## src/rtl/al_dram_fifo_ctrl_pkg.sv

```systemverilog
// ---------------------------------------------------------------------------
// al_dram_fifo_ctrl_pkg
// Shared sizing constants and helper types for the 16-entry, 4-bit-wide
// show-ahead FIFO controller built on a 16x4 distributed DRAM.
//   DEPTH : number of storage words
//   AW    : RAM address / pointer width
//   DW    : data word width
//   CW    : occupancy counter width (must hold 0..DEPTH)
// ---------------------------------------------------------------------------
package al_dram_fifo_ctrl_pkg;

  localparam int DEPTH = 16;
  localparam int AW    = 4;
  localparam int DW    = 4;
  localparam int CW    = 5;

  // What the FIFO does to its occupancy in a given cycle.
  typedef enum logic [1:0] {
    OP_IDLE,
    OP_PUSH,
    OP_POP,
    OP_BOTH
  } fifoOp_e;

  // Collapse the accepted push/pop handshakes into a single operation code
  // so the counter update reads as one case statement.
  function automatic fifoOp_e decodeOp(input logic push, input logic pop);
    case ({push, pop})
      2'b10:   decodeOp = OP_PUSH;
      2'b01:   decodeOp = OP_POP;
      2'b11:   decodeOp = OP_BOTH;
      default: decodeOp = OP_IDLE;
    endcase
  endfunction

endpackage

```

## src/rtl/al_dram_fifo_ctrl_dram.sv

```systemverilog
// ---------------------------------------------------------------------------
// AL_LOGIC_DRAM16X4
// Behavioural model of the 16x4 distributed DRAM primitive: one synchronous
// write port and one asynchronous (combinational) read port.
// Ports:
//   di    : write data
//   waddr : write address
//   wclk  : write clock, writes on rising edge
//   we    : write enable
//   raddr : read address
//   dout  : combinational read data at raddr
// Parameters INIT_D0..INIT_D3 give the power-up contents, one 16-bit plane
// per data bit: bit a of INIT_Dk is data bit k at address a.
// ---------------------------------------------------------------------------
module AL_LOGIC_DRAM16X4
  import al_dram_fifo_ctrl_pkg::*;
#(
  parameter logic [15:0] INIT_D0 = 16'h0000,
  parameter logic [15:0] INIT_D1 = 16'h0000,
  parameter logic [15:0] INIT_D2 = 16'h0000,
  parameter logic [15:0] INIT_D3 = 16'h0000
) (
  input  logic [DW-1:0] di,
  input  logic [AW-1:0] waddr,
  input  logic          wclk,
  input  logic          we,
  input  logic [AW-1:0] raddr,
  output logic [DW-1:0] dout
);

  // Storage is kept as one bit-plane per data bit so the INIT parameters
  // map directly onto the power-up contents, just like the vendor cell.
  logic [DEPTH-1:0] plane_q [DW] = '{INIT_D0, INIT_D1, INIT_D2, INIT_D3};

  // Synchronous write: every bit-plane captures its data bit at waddr.
  always_ff @(posedge wclk) begin
    if (we) begin
      for (int b = 0; b < DW; b++) begin
        plane_q[b][waddr] <= di[b];
      end
    end
  end

  // Asynchronous read: the word at raddr is visible in the same cycle,
  // which is what gives the controller its show-ahead behaviour.
  always_comb begin
    dout = '0;
    for (int b = 0; b < DW; b++) begin
      dout[b] = plane_q[b][raddr];
    end
  end

endmodule

```

## src/rtl/al_dram_fifo_ctrl.sv

```systemverilog
// ---------------------------------------------------------------------------
// al_dram_fifo_ctrl
// 16-deep, 4-bit show-ahead FIFO controller around a 16x4 distributed DRAM.
// Ports:
//   clk, rst            : clock and synchronous active-high reset
//   flush               : synchronous empty request, wins over push/pop
//   in_valid, in_data   : producer side; in_ready says the word is taken
//   out_valid, out_data : head word (combinational RAM read at rptr)
//   out_ready           : consumer takes the head word this cycle
//   count               : occupancy 0..16
//   full, empty, almost_full, almost_empty : status flags from count
//   overflow, underflow : sticky error flags, cleared by rst or flush
// ---------------------------------------------------------------------------
module al_dram_fifo_ctrl
  import al_dram_fifo_ctrl_pkg::*;
#(
  parameter int          AFULL_LEVEL  = 12,
  parameter int          AEMPTY_LEVEL = 2,
  parameter logic [15:0] INIT_D0      = 16'h0000,
  parameter logic [15:0] INIT_D1      = 16'h0000,
  parameter logic [15:0] INIT_D2      = 16'h0000,
  parameter logic [15:0] INIT_D3      = 16'h0000
) (
  input  logic          clk,
  input  logic          rst,
  input  logic          flush,
  input  logic          in_valid,
  input  logic [DW-1:0] in_data,
  output logic          in_ready,
  output logic          out_valid,
  output logic [DW-1:0] out_data,
  input  logic          out_ready,
  output logic [CW-1:0] count,
  output logic          full,
  output logic          empty,
  output logic          almost_full,
  output logic          almost_empty,
  output logic          overflow,
  output logic          underflow
);

  localparam logic [CW-1:0] AFULL_C  = CW'(AFULL_LEVEL);
  localparam logic [CW-1:0] AEMPTY_C = CW'(AEMPTY_LEVEL);
  localparam logic [CW-1:0] DEPTH_C  = CW'(DEPTH);

  logic [AW-1:0] wrPtr_q, wrPtr_d;
  logic [AW-1:0] rdPtr_q, rdPtr_d;
  logic [CW-1:0] count_q, count_d;
  logic          overflow_q, overflow_d;
  logic          underflow_q, underflow_d;
  logic          countFull, countEmpty;
  logic          push, pop;
  fifoOp_e       op;

  // Flags come only from the registered count. While rst is high the
  // outward flags are forced to their idle/empty values so nothing can be
  // pushed or popped during the reset cycle, whatever count still holds.
  assign countFull    = (count_q == DEPTH_C);
  assign countEmpty   = (count_q == '0);
  assign full         = !rst && countFull;
  assign empty        = rst || countEmpty;
  assign almost_full  = !rst && (count_q >= AFULL_C);
  assign almost_empty = rst || (count_q <= AEMPTY_C);
  assign in_ready     = !rst && !flush && !countFull;
  assign out_valid    = !empty;
  assign push         = in_valid && in_ready;
  assign pop          = out_valid && out_ready;
  assign op           = decodeOp(push, pop);

  assign count     = count_q;
  assign overflow  = overflow_q;
  assign underflow = underflow_q;

  // Next-state for pointers, count and sticky errors. Pointers wrap for
  // free at AW bits. Flush is applied last so it overrides any push/pop
  // and error setting in the same cycle; RAM contents are left alone.
  always_comb begin
    wrPtr_d     = wrPtr_q;
    rdPtr_d     = rdPtr_q;
    count_d     = count_q;
    overflow_d  = overflow_q;
    underflow_d = underflow_q;
    if (push) begin
      wrPtr_d = wrPtr_q + AW'(1);
    end
    if (pop) begin
      rdPtr_d = rdPtr_q + AW'(1);
    end
    case (op)
      OP_PUSH: count_d = count_q + CW'(1);
      OP_POP:  count_d = count_q - CW'(1);
      default: count_d = count_q;
    endcase
    if (in_valid && countFull) begin
      overflow_d = 1'b1;
    end
    if (out_ready && countEmpty) begin
      underflow_d = 1'b1;
    end
    if (flush) begin
      wrPtr_d     = '0;
      rdPtr_d     = '0;
      count_d     = '0;
      overflow_d  = 1'b0;
      underflow_d = 1'b0;
    end
  end

  // The only state of the controller: pointers, occupancy and the two
  // sticky error bits, all cleared by the synchronous reset.
  always_ff @(posedge clk) begin
    if (rst) begin
      wrPtr_q     <= '0;
      rdPtr_q     <= '0;
      count_q     <= '0;
      overflow_q  <= 1'b0;
      underflow_q <= 1'b0;
    end else begin
      wrPtr_q     <= wrPtr_d;
      rdPtr_q     <= rdPtr_d;
      count_q     <= count_d;
      overflow_q  <= overflow_d;
      underflow_q <= underflow_d;
    end
  end

  // Storage: write port driven only by accepted pushes (never during rst
  // or flush, since in_ready is low then), read port tracks rptr.
  AL_LOGIC_DRAM16X4 #(
    .INIT_D0(INIT_D0),
    .INIT_D1(INIT_D1),
    .INIT_D2(INIT_D2),
    .INIT_D3(INIT_D3)
  ) uRam (
    .di   (in_data),
    .waddr(wrPtr_q),
    .wclk (clk),
    .we   (push),
    .raddr(rdPtr_q),
    .dout (out_data)
  );

endmodule

```

## config.mk

```make
export PLATFORM = sky130hd
export DESIGN_NAME = al_dram_fifo_ctrl
export DESIGN_NICKNAME = d
export VERILOG_FILES = /design/src/rtl/al_dram_fifo_ctrl_pkg.sv /design/src/rtl/al_dram_fifo_ctrl_dram.sv /design/src/rtl/al_dram_fifo_ctrl.sv
export SDC_FILE = /design/constraint.sdc
export NUM_CORES = 1
export LEC_CHECK = 0
export CAP_MARGIN = 40
export CELL_PAD_IN_SITES_DETAIL_PLACEMENT = 0
export CELL_PAD_IN_SITES_GLOBAL_PLACEMENT = 2
export CORE_MARGIN = 4
export CORE_UTILIZATION = 37
export CTS_BUF_LIST = sky130_fd_sc_hd__clkbuf_4
export DETAILED_ROUTE_END_ITERATION = 7
export HOLD_SLACK_MARGIN = 0.1
export PLACE_DENSITY = 0.74
export SYNTH_ARGS = -nofsm -noshare
export SYNTH_HDL_FRONTEND = slang
export SYNTH_SLANG_ARGS = --single-unit
```

## constraint.sdc

```tcl
create_clock -name clk -period 4 [get_ports clk]
set_clock_uncertainty 0.2 [all_clocks]
set_input_delay 0.4 -clock clk [delete_from_list [all_inputs] [get_ports clk]]
set_output_delay 0.4 -clock clk [all_outputs]
set_load 0.01 [all_outputs]
```

---- Yosys cells after proc, flatten, opt, wreduce, memory -nomap -nowiden ----
Memories as Yosys holds them, arrays and structs flattened.
Index checks and enable logic that the tools add are counted.
cells by class
  bitwise logic cells ..................... 0
  mux-type cells .......................... 14
  reduce and logical (&&, ||, !) cells .... 18
  shift operators ......................... 0
  multipliers ............................. 0
  equality and inequality tests ........... 6
  add/sub/neg operators ................... 4
  divide/modulo/power cells ............... 0
  $lt $le $gt $ge ......................... 5
operators by type and width
  kind                 count
  $bmux 1 s4           4
  $mux 16              1
  $lt 4x5->1 const B   2
  $pmux 5 s2           1
  $logic_and 1x1->1    9
  $add 4x1->4 const B  2
  $eq 2x2->1 const B   3
  $mux 1               6
  $pmux 2 s3           1
  $add 5x1->5 const B  1
  $eq 5x5->1 const B   1
  $ge 5x4->1 const B   1
  $le 5x2->1 const B   1
  $logic_not 5->1      1
  $sub 5x1->5 const B  1
  $demux 1 s4          1
  $eq 2x1->1 const B   2
  $ge 4x1->1 const B   1
  $logic_not 1->1      4
  $logic_or 1x1->1     2
  $reduce_bool 2->1    1
  $reduce_or 2->1      1
storage, ports and cells
  output and inout bits ................... 17
  input port bits ......................... 9
  RAM bits ................................ 64
  memories kept ........................... 1
  bits in read-only memories .............. 0
  flip-flop bits (word level) ............. 15
  latch bits .............................. 0
  word-level logic and storage cells ...... 53
memory list
  memory        words  width  read ports  clocked after Yosys merged registers in  wr ports  RTL line                      source
  uRam.plane_q  4      16     4           0                                        4         al_dram_fifo_ctrl_dram.sv:33  logic [DEPTH-1:0] plane_q [DW] = '{INIT_D0, INIT_D1, INIT_D2, INIT_D3};

---- Longest topological paths before layout ----
Gate-level depths: netlist of run 1.
  depth after elaboration ................. 8
  gate-level depth with buffers ........... 14
  depth with buffers taken out ............ 10

---- Cells and area by module ----
A second synthesis of run 1 with hierarchy kept.
unflattened totals
  cells, all modules ...................... 229
  area total of the unflattened synthesis .. 3,462.1 µm²
by module, submodules not included
  module             instances  sequential area each (µm²)  area each (µm²)  cells an instance
  AL_LOGIC_DRAM16X4  1          1,921.8                     2,586.2          126
  al_dram_fifo_ctrl  1          300.3                       875.8            103

---- Worst setup path before layout of run 1 ----
Ideal clock, no wire load.
  kind .................................... register -> register
  start point ............................. register count_q[1], in the netlist count[1]
  end point ............................... register count_q[2], in the netlist count[2]
  setup slack ............................. 0.862 ns
  period minus slack after synthesis ...... 3.138 ns
  data required time ...................... 3.729 ns
  stages on the path, launching flop included .. 15
  library setup time ...................... 0.071 ns
  buffers on the path ..................... 4
  data arrival time ....................... 2.867 ns
  path through ............................ dfxtp_1 buf_6 or4_1 buf_2 o211a_1 buf_6 inv_1 ha_1 clkbuf_1 xor2_1 ha_1 a21oi_1 xnor2_1 or3_1 a21oi_1
on the way
  cells in the longest elaborated chain, start to end .. 8
  elaborated cells between the ends (all ways) .. 18
  classes of those cells .................. add/sub: 2; eq/ne: 6; mux: 2; reduce/logical: 8
RTL lines
  element                                               RTL line                                          source
  start, declared                                       al_dram_fifo_ctrl.sv:48                           logic [CW-1:0] count_q, count_d;
  start signal, assigned                                al_dram_fifo_ctrl.sv:121                          count_q <= count_d;
  $eq 5x5->1 or $logic_not 5->1 (tied branches)         al_dram_fifo_ctrl.sv:58, al_dram_fifo_ctrl.sv:59
  $logic_not 1->1 or $logic_or 1x1->1 (tied branches)   al_dram_fifo_ctrl.sv:64, al_dram_fifo_ctrl.sv:61
  $logic_and 1x1->1 or $logic_not 1->1 (tied branches)  al_dram_fifo_ctrl.sv:64, al_dram_fifo_ctrl.sv:65
  $logic_and 1x1->1 (on tied branches)                  al_dram_fifo_ctrl.sv:66, al_dram_fifo_ctrl.sv:67
  $eq 2x2->1 or $eq 2x1->1 (tied branches)              al_dram_fifo_ctrl_pkg.sv:28                       case ({push, pop})
  $pmux 2 s3                                            al_dram_fifo_ctrl_pkg.sv:28
  $eq 2x2->1 or $eq 2x1->1 (tied branches)              al_dram_fifo_ctrl.sv:89                           case (op)
  $pmux 5 s2 or $reduce_bool 2->1 (tied branches)       -
Several ways; a longest one is shown, not always the timed one.
A chain may end at the register's enable or synchronous reset.

---- Worst setup path in the final report of run 1 ----
  start point ............................. register rdPtr_q[1]
  end point ............................... output out_data[1]
on the way
  cells in the longest elaborated chain, start to end .. 2
RTL lines
  element                       RTL line                      source
  start, declared               al_dram_fifo_ctrl.sv:47       logic [AW-1:0] rdPtr_q, rdPtr_d;
  start signal, assigned        al_dram_fifo_ctrl.sv:120      rdPtr_q <= rdPtr_d;
  $bmux 1 s4                    al_dram_fifo_ctrl_dram.sv:49  dout[b] = plane_q[b][raddr];
  $mux 1 (implied by the code)  al_dram_fifo_ctrl_dram.sv:49
  end, declared                 al_dram_fifo_ctrl.sv:31       output logic [DW-1:0] out_data,
Every way passes these cells. The select of a mux whose other input is x is not followed.

==> flow_metrics.tcl, run 1 <==
set metrics [dict create \
    synth_area_mm2 0.00346 \
    grt_max_degree 18 \
    clock_latency_ps 420 \
    dr.pass1.iters 4 \
    clk_pin_slew_ps 130 \
    grtUsageMet1 0.171 \
    synth_edf_count 64 \
    fp.coreArea_mm2 0.00915 \
    path_cells "nor2b_1 > a221oi_1 > o21ai_0 > nand2_1 > clkdlybuf4s50_1" \
    min_period_over_period 0.835 \
    tightest_slew_ps 701 \
    antennaDiodeCount 0 \
    hold_violations 0 \
    hpwl_um 4810 \
    cts_buffer_depth 2 \
    syn2layout_area_growth_pct 14.3 \
    grtUsageMet2 0.219 \
    max_freq_ghz 0.299 \
    worst_path_largest_cell_delay_ps 700 \
    status "finished clean" \
    powerDensity_mw_per_mm2 375 \
    grt_util_met3 0.0247 \
    die_h_um 105 \
    cts_buffers 9 \
    cts_hold_buf 0 \
    globalplace.congestion 0.767 \
    cts_tree "built" \
    synth_top_cell_by_area "edfxtp_1" \
    ant_nets 0 \
    busiest_layer "met2" \
    dpl_cell_area_mm2 0.00379 \
    p_leak_nw 1.27 \
    die_w_um 105 \
    drt_wl_total_um 6960 \
    required_ps 3400 \
    vias 2011 \
    fin_nets 287 \
    layout-drive-gt1-share 0.124 \
    ys_warn_count 0 \
    ir_drop_v 0.000165 \
    final_util 0.432 \
    grt_overflow 0 \
    htree_levels 3 \
    finalPower_mw 1.48 \
    cts-root-buf "clkbuf_4" \
    ys_seq_elements 79 \
    synth_seq_area_share 0.642 \
    cp-start-kind "register" \
    cts_resized 0 \
    synthArstFlopShare 0 \
    die_area_mm2 0.0110 \
    synth_cells 247 \
    io_pins 26 \
    drc 0 \
    syn-num-nets 264 \
    antenna_found_initial 0 \
    cts_setup_buffers 0 \
    synth_top_area_share 0.555 \
    fin_setup_tns_ps 0 \
    ys.flop_type "edfxtp_1" \
    initialDrtViolationCount 106 \
    layout_commonest_cell "edfxtp_1" \
    clkSinkCount 79 \
    grt_pass1_wl_um 11100 \
    port_buffers 25 \
    vias_per_cell 5.21 \
    worstSetupPathType "reg -> out" \
    drv_cap 0 \
    rsz0062_at_grt "false" \
    avgSynthCellArea_um2 14.0 \
    yosysUniqueCellTypes 42 \
    mostFrequentLayoutCells "64 x edfxtp_1, 25 x nor2_1, 25 x clkdlybuf4s50_1" \
    grtUsageTotal 0.133 \
    synthTopCellsByArea "edfxtp_1 56%, dfxtp_1 8.7%, mux2i_1 6.1%" \
    cp_slowest_cell "dfxtp_1" \
    grt_pass1_vias 1991 \
    cp-end-kind "output pin" \
    holdCritPathClass "reg -> reg" \
    drv_slew 0 \
    path_max_fanout 12 \
    finalSetupViolCount 0 \
    post-route-min-period_ps 3340 \
    fin_area_mm2 0.00396 \
    holdWs_ps 296 \
    avgRoutedWirePerCell_um 18.0 \
    initial_core_util 0.378 \
    worst-endpoint-arrival_ps 2740 \
    rows 35 \
    slew_headroom 0.529 \
]
per-stage QoR:
step / setup slack, ps / std cells
global route: 449 / 386
detailed placement: 623 / 370
global placement: 675 / 370
CTS: 567 / 386
floorplan: 862 / 247
finish: 660 / 386
cell usage after synthesis (2+ instances only):
cell type and n:
buf_2 5, nor2_1 25, clkbuf_1 7, a221oi_1 8
mux2i_1 21, ha_1 8, inv_1 9, edfxtp_1 64
a22oi_1 5, or2_2 2, nand2b_1 2, xor2_1 5
xnor2_1 2, nand2_1 15, or3_1 3, nor3_1 5
a31oi_1 3, o21ai_0 7, mux4_2 8, dfxtp_1 15
buf_6 2, a21oi_1 6
power breakdown:
| group | switching (mW) | internal (mW) |
|---|---|---|
| clock network | 0.281 | 0.264 |
| registers | 0.00186 | 0.889 |
| logic | 0.0281 | 0.0205 |
final cells by class:
type                       instances  area, um2
sequential                        79       2220
clock buffer                      10       75.1
inverter                           9       33.8
multi-input combinational        143       1120
fill                             850       5200
clock inverter                     6       92.6
timing repair buffer              28        273
tap                              111        139
worst paths after layout:
kind               from          end  slack (ps)  cells after the start
max          rdPtr_q[1]  out_data[1]         660                      5
min            overflow     overflow         300                      2
max reg2reg    count[0]     count[2]         730                     10
min reg2reg    overflow     overflow         300                      2
worst max-delay path: cells and delay by family, from the launching register on:
family | cells | cell delay (ps)
DFF | 1 | 700
AOI/OAI and AO/OA | 2 | 700
buffers and inverters | 1 | 530
and+or+nand+nor | 2 | 380
state kept, by name, summed over array words and instances (netlist names):
register and count:
uRam.plane_q 64, count 5, rdPtr_q 4, wrPtr_q 4, overflow 1, underflow 1
metal layers:
metal	up-vias	routed length, um
li1	986	-
met1	971	3000
met2	42	3550
met3	12	292
met4	0	115
met5	-	0
cell families after synthesis:
logic type / after synthesis / share of synthesized area
flops: 79 / 0.642
xor+xnor: 7 / 0.0177
simple gates: 61 / 0.0831
mux: 29 / 0.113
fa+ha+maj: 8 / 0.0289
compound gates: 38 / 0.0813
buf+inv: 25 / 0.0343
No activity file was read; power rests on OpenSTA's default activity.
==> run 2, diff against run 1 <==
--- a/config.mk
+++ b/config.mk
@@ -13,7 +13,7 @@
 export CTS_BUF_LIST = sky130_fd_sc_hd__clkbuf_4
 export DETAILED_ROUTE_END_ITERATION = 7
 export HOLD_SLACK_MARGIN = 0.1
-export PLACE_DENSITY = 0.74
+export PLACE_DENSITY = 0.76
 export SYNTH_ARGS = -nofsm -noshare
 export SYNTH_HDL_FRONTEND = slang
 export SYNTH_SLANG_ARGS = --single-unit
==> constraint.sdc (replaced) <==
create_clock -name clk -period 2.9 [get_ports clk]
set_clock_uncertainty 0.2 [all_clocks]
set_input_delay 0.29 -clock clk [delete_from_list [all_inputs] [get_ports clk]]
set_output_delay 0.29 -clock clk [all_outputs]
set_load 0.01 [all_outputs]
==> flow_metrics.tcl, run 2 (same netlist as run 1, synthesis figures left out) <==
set metrics [dict create \
    port_buffers 25 \
    r2r_start "count[0]" \
    initial_core_util 0.378 \
    die_h_um 105 \
    vias_per_cell 5.16 \
    switchingPower_uw 399 \
    clk_pin_slew_ps 120 \
    cts-root-buf "clkbuf_4" \
    p_leak_nw 1.39 \
    die_w_um 105 \
    cts_tree "built" \
    dp_cells 384 \
    antenna_found_initial 0 \
    max_freq_ghz 0.364 \
    htree_levels 3 \
    regMostFlops "uRam.plane_q" \
    vias 2081 \
    timing.final.ws_setup_ps 149 \
    cp-end-kind "output pin" \
    grt_max_degree 28 \
    worstSetupPathType "reg -> out" \
    min_from "count[4]" \
    drt_wl_total_um 7400 \
    dr.pass1.iters 4 \
    required_ps 2410 \
    rsz0062_at_grt "true" \
    slew_headroom 0.588 \
    status "finished clean" \
    hpwl_um 5030 \
    regToRegSetupSlack_ps 170 \
    cts_buffers 9 \
    regArea_mm2 0.00223 \
    ff2ff_path_depth 10 \
    globalplace.congestion 0.779 \
    finalSetupViolCount 0 \
    power_frac_seq 0.634 \
    drv_cap 0 \
    hold_violations 0 \
    powerDensity_mw_per_mm2 463 \
    r2r-end "count[4]" \
    io_pins 26 \
    tightest_slew_ps 616 \
    drv_slew 0 \
    holdCritPathClass "reg -> reg" \
    drc 0 \
    clkSinkCount 79 \
    clock_power_share 0.326 \
    worstHoldPathCells 2 \
    ant_nets 0 \
    rows 35 \
    path_max_fanout 8 \
    grt_pass1_wl_um 12000 \
    ir_drop_v 0.000190 \
    worst-endpoint-arrival_ps 2260 \
    switching_share 0.206 \
    multi_input_area_mm2 0.00120 \
    p_int_mw 1.54 \
    grt_pass1_vias 2227 \
    fp.coreArea_mm2 0.00915 \
    dp_worst_setup_slack_ps 175 \
    post-route-min-period_ps 2750 \
    fin_nets 304 \
    cp-start-kind "register" \
    comb_power_share 0.040 \
    layout-drive-gt1-share 0.233 \
    grt_overflow 0 \
    avgRoutedWirePerCell_um 18.4 \
    holdWs_ps 286 \
    fin_cells 403 \
    fin_setup_tns_ps 0 \
    cts_buffer_depth 2 \
    initialDrtViolationCount 128 \
    worstHoldEndpoint "count[4]" \
    n_fill_cell 823 \
    layout_commonest_cell "edfxtp_1" \
    grtUsageTotal 0.141 \
    clock_latency_ps 400 \
    antennaDiodeCount 0 \
    cts_hold_buf 0 \
    largest_register_ffs 64 \
    min_period_over_period 0.949 \
    mostFrequentLayoutCells "64 x edfxtp_1, 25 x nor2_1, 25 x clkdlybuf4s50_1" \
    die_area_mm2 0.0110 \
    syn2layout_area_growth_pct 20.8 \
]
==> run 2: area by class of cell <==
cell class                      instances  area share
Clock buffer                           11      0.0197
Sequential cell                        79       0.533
Timing Repair Buffer                   45       0.107
Clock inverter                          5      0.0120
Tap cell                              111      0.0332
Inverter                                9     0.00868
Multi-Input combinational cell        143       0.286
==> run 2: timing repair <==
action,in CTS,in global routing
resized for setup,2,8
gates cloned,0,2
endpoints found under the setup margin,2,6
setup buffers,0,1
pin swaps,0,1
==> run 2: through the flow <==
| step | power [mW] | cell area (um2) | utilization |
|---|---|---|---|
| 2_1_floorplan | 1.28 | 3510 | - |
| 3_3_place_gp | 1.33 | 3940 | 0.431 |
| 3_5_place_dp | 1.33 | 3940 | 0.431 |
| 4_1_cts | 1.96 | 4090 | 0.447 |
| 5_1_grt | 2.01 | 4180 | 0.457 |
| 6_report | 1.94 | 4180 | 0.457 |
==> run 2: critical path, stage by stage (launching register included) <==
cell	delay [ps]
dfxtp_1	410
nor2b_1	170
buf_4	170
a221oi_2	360
o21ai_0	120
nand2_1	100
clkdlybuf4s50_1	540
==> run 2: power groups by stage <==
stage          Combinational, mW  Sequential, mW  Clock (mW)
3_5_place_dp              0.0786            1.25           0
3_3_place_gp              0.0773            1.25           0
5_1_grt                   0.0862            1.23       0.696
4_1_cts                   0.0789            1.23       0.650
6_report                  0.0782            1.23       0.630
2_1_floorplan             0.0304            1.25           0
==> run 2: worst max-delay path by stage <==
stage	endpoint	slack, ps	from	cells past startpoint
global route	out_data[3]	-20	rdPtr_q[2]	5
finish	out_data[3]	150	rdPtr_q[2]	6
global placement	count[2]	200	count[0]	10
detailed placement	count[4]	170	rst	11
floorplan	count[4]	10	count[1]	14
CTS	out_data[0]	20	rdPtr_q[0]	5
==> run 2: metal layers <==
| layer | share of wire | up-vias | GRT usage |
|---|---|---|---|
| li1 | - | 1012 | - |
| met1 | 0.44 | 1008 | 0.184 |
| met2 | 0.51 | 49 | 0.236 |
| met3 | 0.028 | 12 | 0.0222 |
| met4 | 0.018 | 0 | 0.0562 |
| met5 | 0 | - | 0 |
==> run 3, diff against run 2 <==
--- a/config.mk
+++ b/config.mk
@@ -8,12 +8,14 @@
 export CAP_MARGIN = 40
 export CELL_PAD_IN_SITES_DETAIL_PLACEMENT = 0
 export CELL_PAD_IN_SITES_GLOBAL_PLACEMENT = 2
+export CORE_ASPECT_RATIO = 0.75
 export CORE_MARGIN = 4
 export CORE_UTILIZATION = 37
 export CTS_BUF_LIST = sky130_fd_sc_hd__clkbuf_4
 export DETAILED_ROUTE_END_ITERATION = 7
 export HOLD_SLACK_MARGIN = 0.1
 export PLACE_DENSITY = 0.76
+export SLEW_MARGIN = 40
 export SYNTH_ARGS = -nofsm -noshare
 export SYNTH_HDL_FRONTEND = slang
 export SYNTH_SLANG_ARGS = --single-unit
==> flow_metrics.tcl, run 3 (same netlist as run 1, synthesis figures left out) <==
set metrics [dict create \
    layout_commonest_cell "edfxtp_1" \
    initial_core_util 0.381 \
    die_w_um 120 \
    mostFrequentLayoutCells "64 x edfxtp_1, 25 x nor2_1, 22 x clkdlybuf4s50_1" \
    path_max_fanout 13 \
    holdWs_ps 284 \
    min_period_over_period 0.964 \
    post-route-min-period_ps 2800 \
    worstSetupPathType "reg -> out" \
    dp_cells 403 \
    cts_tree "built" \
    fin_cells 420 \
    grt_max_degree 17 \
    largest_register_ffs 64 \
    ir_drop_v 0.000313 \
    fin_nets 304 \
    antenna_found_initial 0 \
    fp.coreArea_mm2 0.00908 \
    grtUsageTotal 0.150 \
    grt_overflow 0 \
    hpwl_um 5100 \
    cts_buffers 9 \
    clkSinkCount 79 \
    cp-start-kind "register" \
    cp-end-kind "output pin" \
    max_freq_ghz 0.358 \
    layout-drive-gt1-share 0.229 \
    dr.pass1.iters 4 \
    worst-endpoint-arrival_ps 2310 \
    tightest_slew_ps 641 \
    powerDensity_mw_per_mm2 465 \
    p_leak_nw 1.39 \
    finalSetupViolCount 0 \
    die_h_um 91.8 \
    required_ps 2410 \
    ant_nets 0 \
    vias 2100 \
    drv_slew 0 \
    vias_per_cell 5.00 \
    cts_hold_buf 0 \
    grt_pass1_vias 2175 \
    n_fill_cell 856 \
    port_buffers 25 \
    grt_pass1_wl_um 12200 \
    die_area_mm2 0.0110 \
    cts-root-buf "clkbuf_4" \
    final_util 0.462 \
    initialDrtViolationCount 162 \
    antennaDiodeCount 0 \
    avgRoutedWirePerCell_um 18.5 \
    clk_pin_slew_ps 100 \
    rows 30 \
    status "finished clean" \
    cts_buffer_depth 2 \
    drc 0 \
    fin_setup_tns_ps 0 \
    io_pins 26 \
    globalplace.congestion 0.729 \
    holdCritPathClass "reg -> reg" \
    slew_headroom 0.571 \
    drt_wl_total_um 7760 \
    rsz0062_at_grt "true" \
    regMostFlops "uRam.plane_q" \
    drv_cap 0 \
    htree_levels 3 \
    clock_latency_ps 440 \
    hold_violations 0 \
    syn2layout_area_growth_pct 21.1 \
]
## run 3: changes by cell type in the layout (fill, tap and decap cells not counted), moves of 2 or more
cell / before / now
clkbuf_16: 2 / 0
clkinv_4: 0 / 2
clkinv_2: 4 / 2
a221oi_2: 7 / 5
dlygate4sd2_1: 0 / 2
a221oi_1: 1 / 3
clkdlybuf4s50_1: 25 / 22
## run 3: critical path: stages, from the launching register on
cell,delay [ps]
dfxtp_4,380
bufbuf_16,300
mux2i_1,150
a221oi_2,330
o21ai_0,120
nand2_1,80
clkdlybuf4s50_1,540
## run 3: metal layers
layer	global-route usage	vias to the layer above	share of wire
met5	0	-	0
met4	0.0496	0	0.014
met3	0.0481	12	0.050
met2	0.213	34	0.44
met1	0.217	1029	0.50
li1	-	1025	-
## run 3: cell type report
cell class | instances | area (um2) | share of cell area
Inverter | 9 | 36.3 | 0.00865
Tap cell | 128 | 160 | 0.0382
Multi-Input combinational cell | 143 | 1190 | 0.285
Sequential cell | 79 | 2230 | 0.532
Clock buffer | 10 | 75.1 | 0.0179
Timing Repair Buffer | 45 | 438 | 0.104
Clock inverter | 6 | 61.3 | 0.0146
## run 3: metrics by stage
stage	total power, mW	area, um2	setup slack [ps]
detailed placement	1.33	3980	172
floorplan	1.28	3510	10.4
finish	1.95	4190	105
CTS	1.98	4180	-12.0
global route	2.03	4190	-47.8
global placement	1.33	3980	235
## run 3: path summary, 6_finish.rpt
check | from | endpoint | slack (ps) | cells past startpoint
max | rdPtr_q[0] | out_data[2] | 100 | 6
min reg2reg | underflow | underflow | 280 | 2
min | underflow | underflow | 280 | 2
max reg2reg | count[0] | count[4] | 140 | 10
## run 3: repair_timing
item                       in CTS  in global routing
gates resized for setup        11                  4
cloned                          1                  0
setup buffers                   0                  0
pin swaps                       0                  1
setup endpoints to repair       4                  2
## run 3: power by group
part	total (mW)	switching [mW]	internal, mW
combinational	0.0775	0.0440	0.0335
sequential	1.23	0.00183	1.23
clock	0.647	0.377	0.270
total	1.95	0.423	1.53
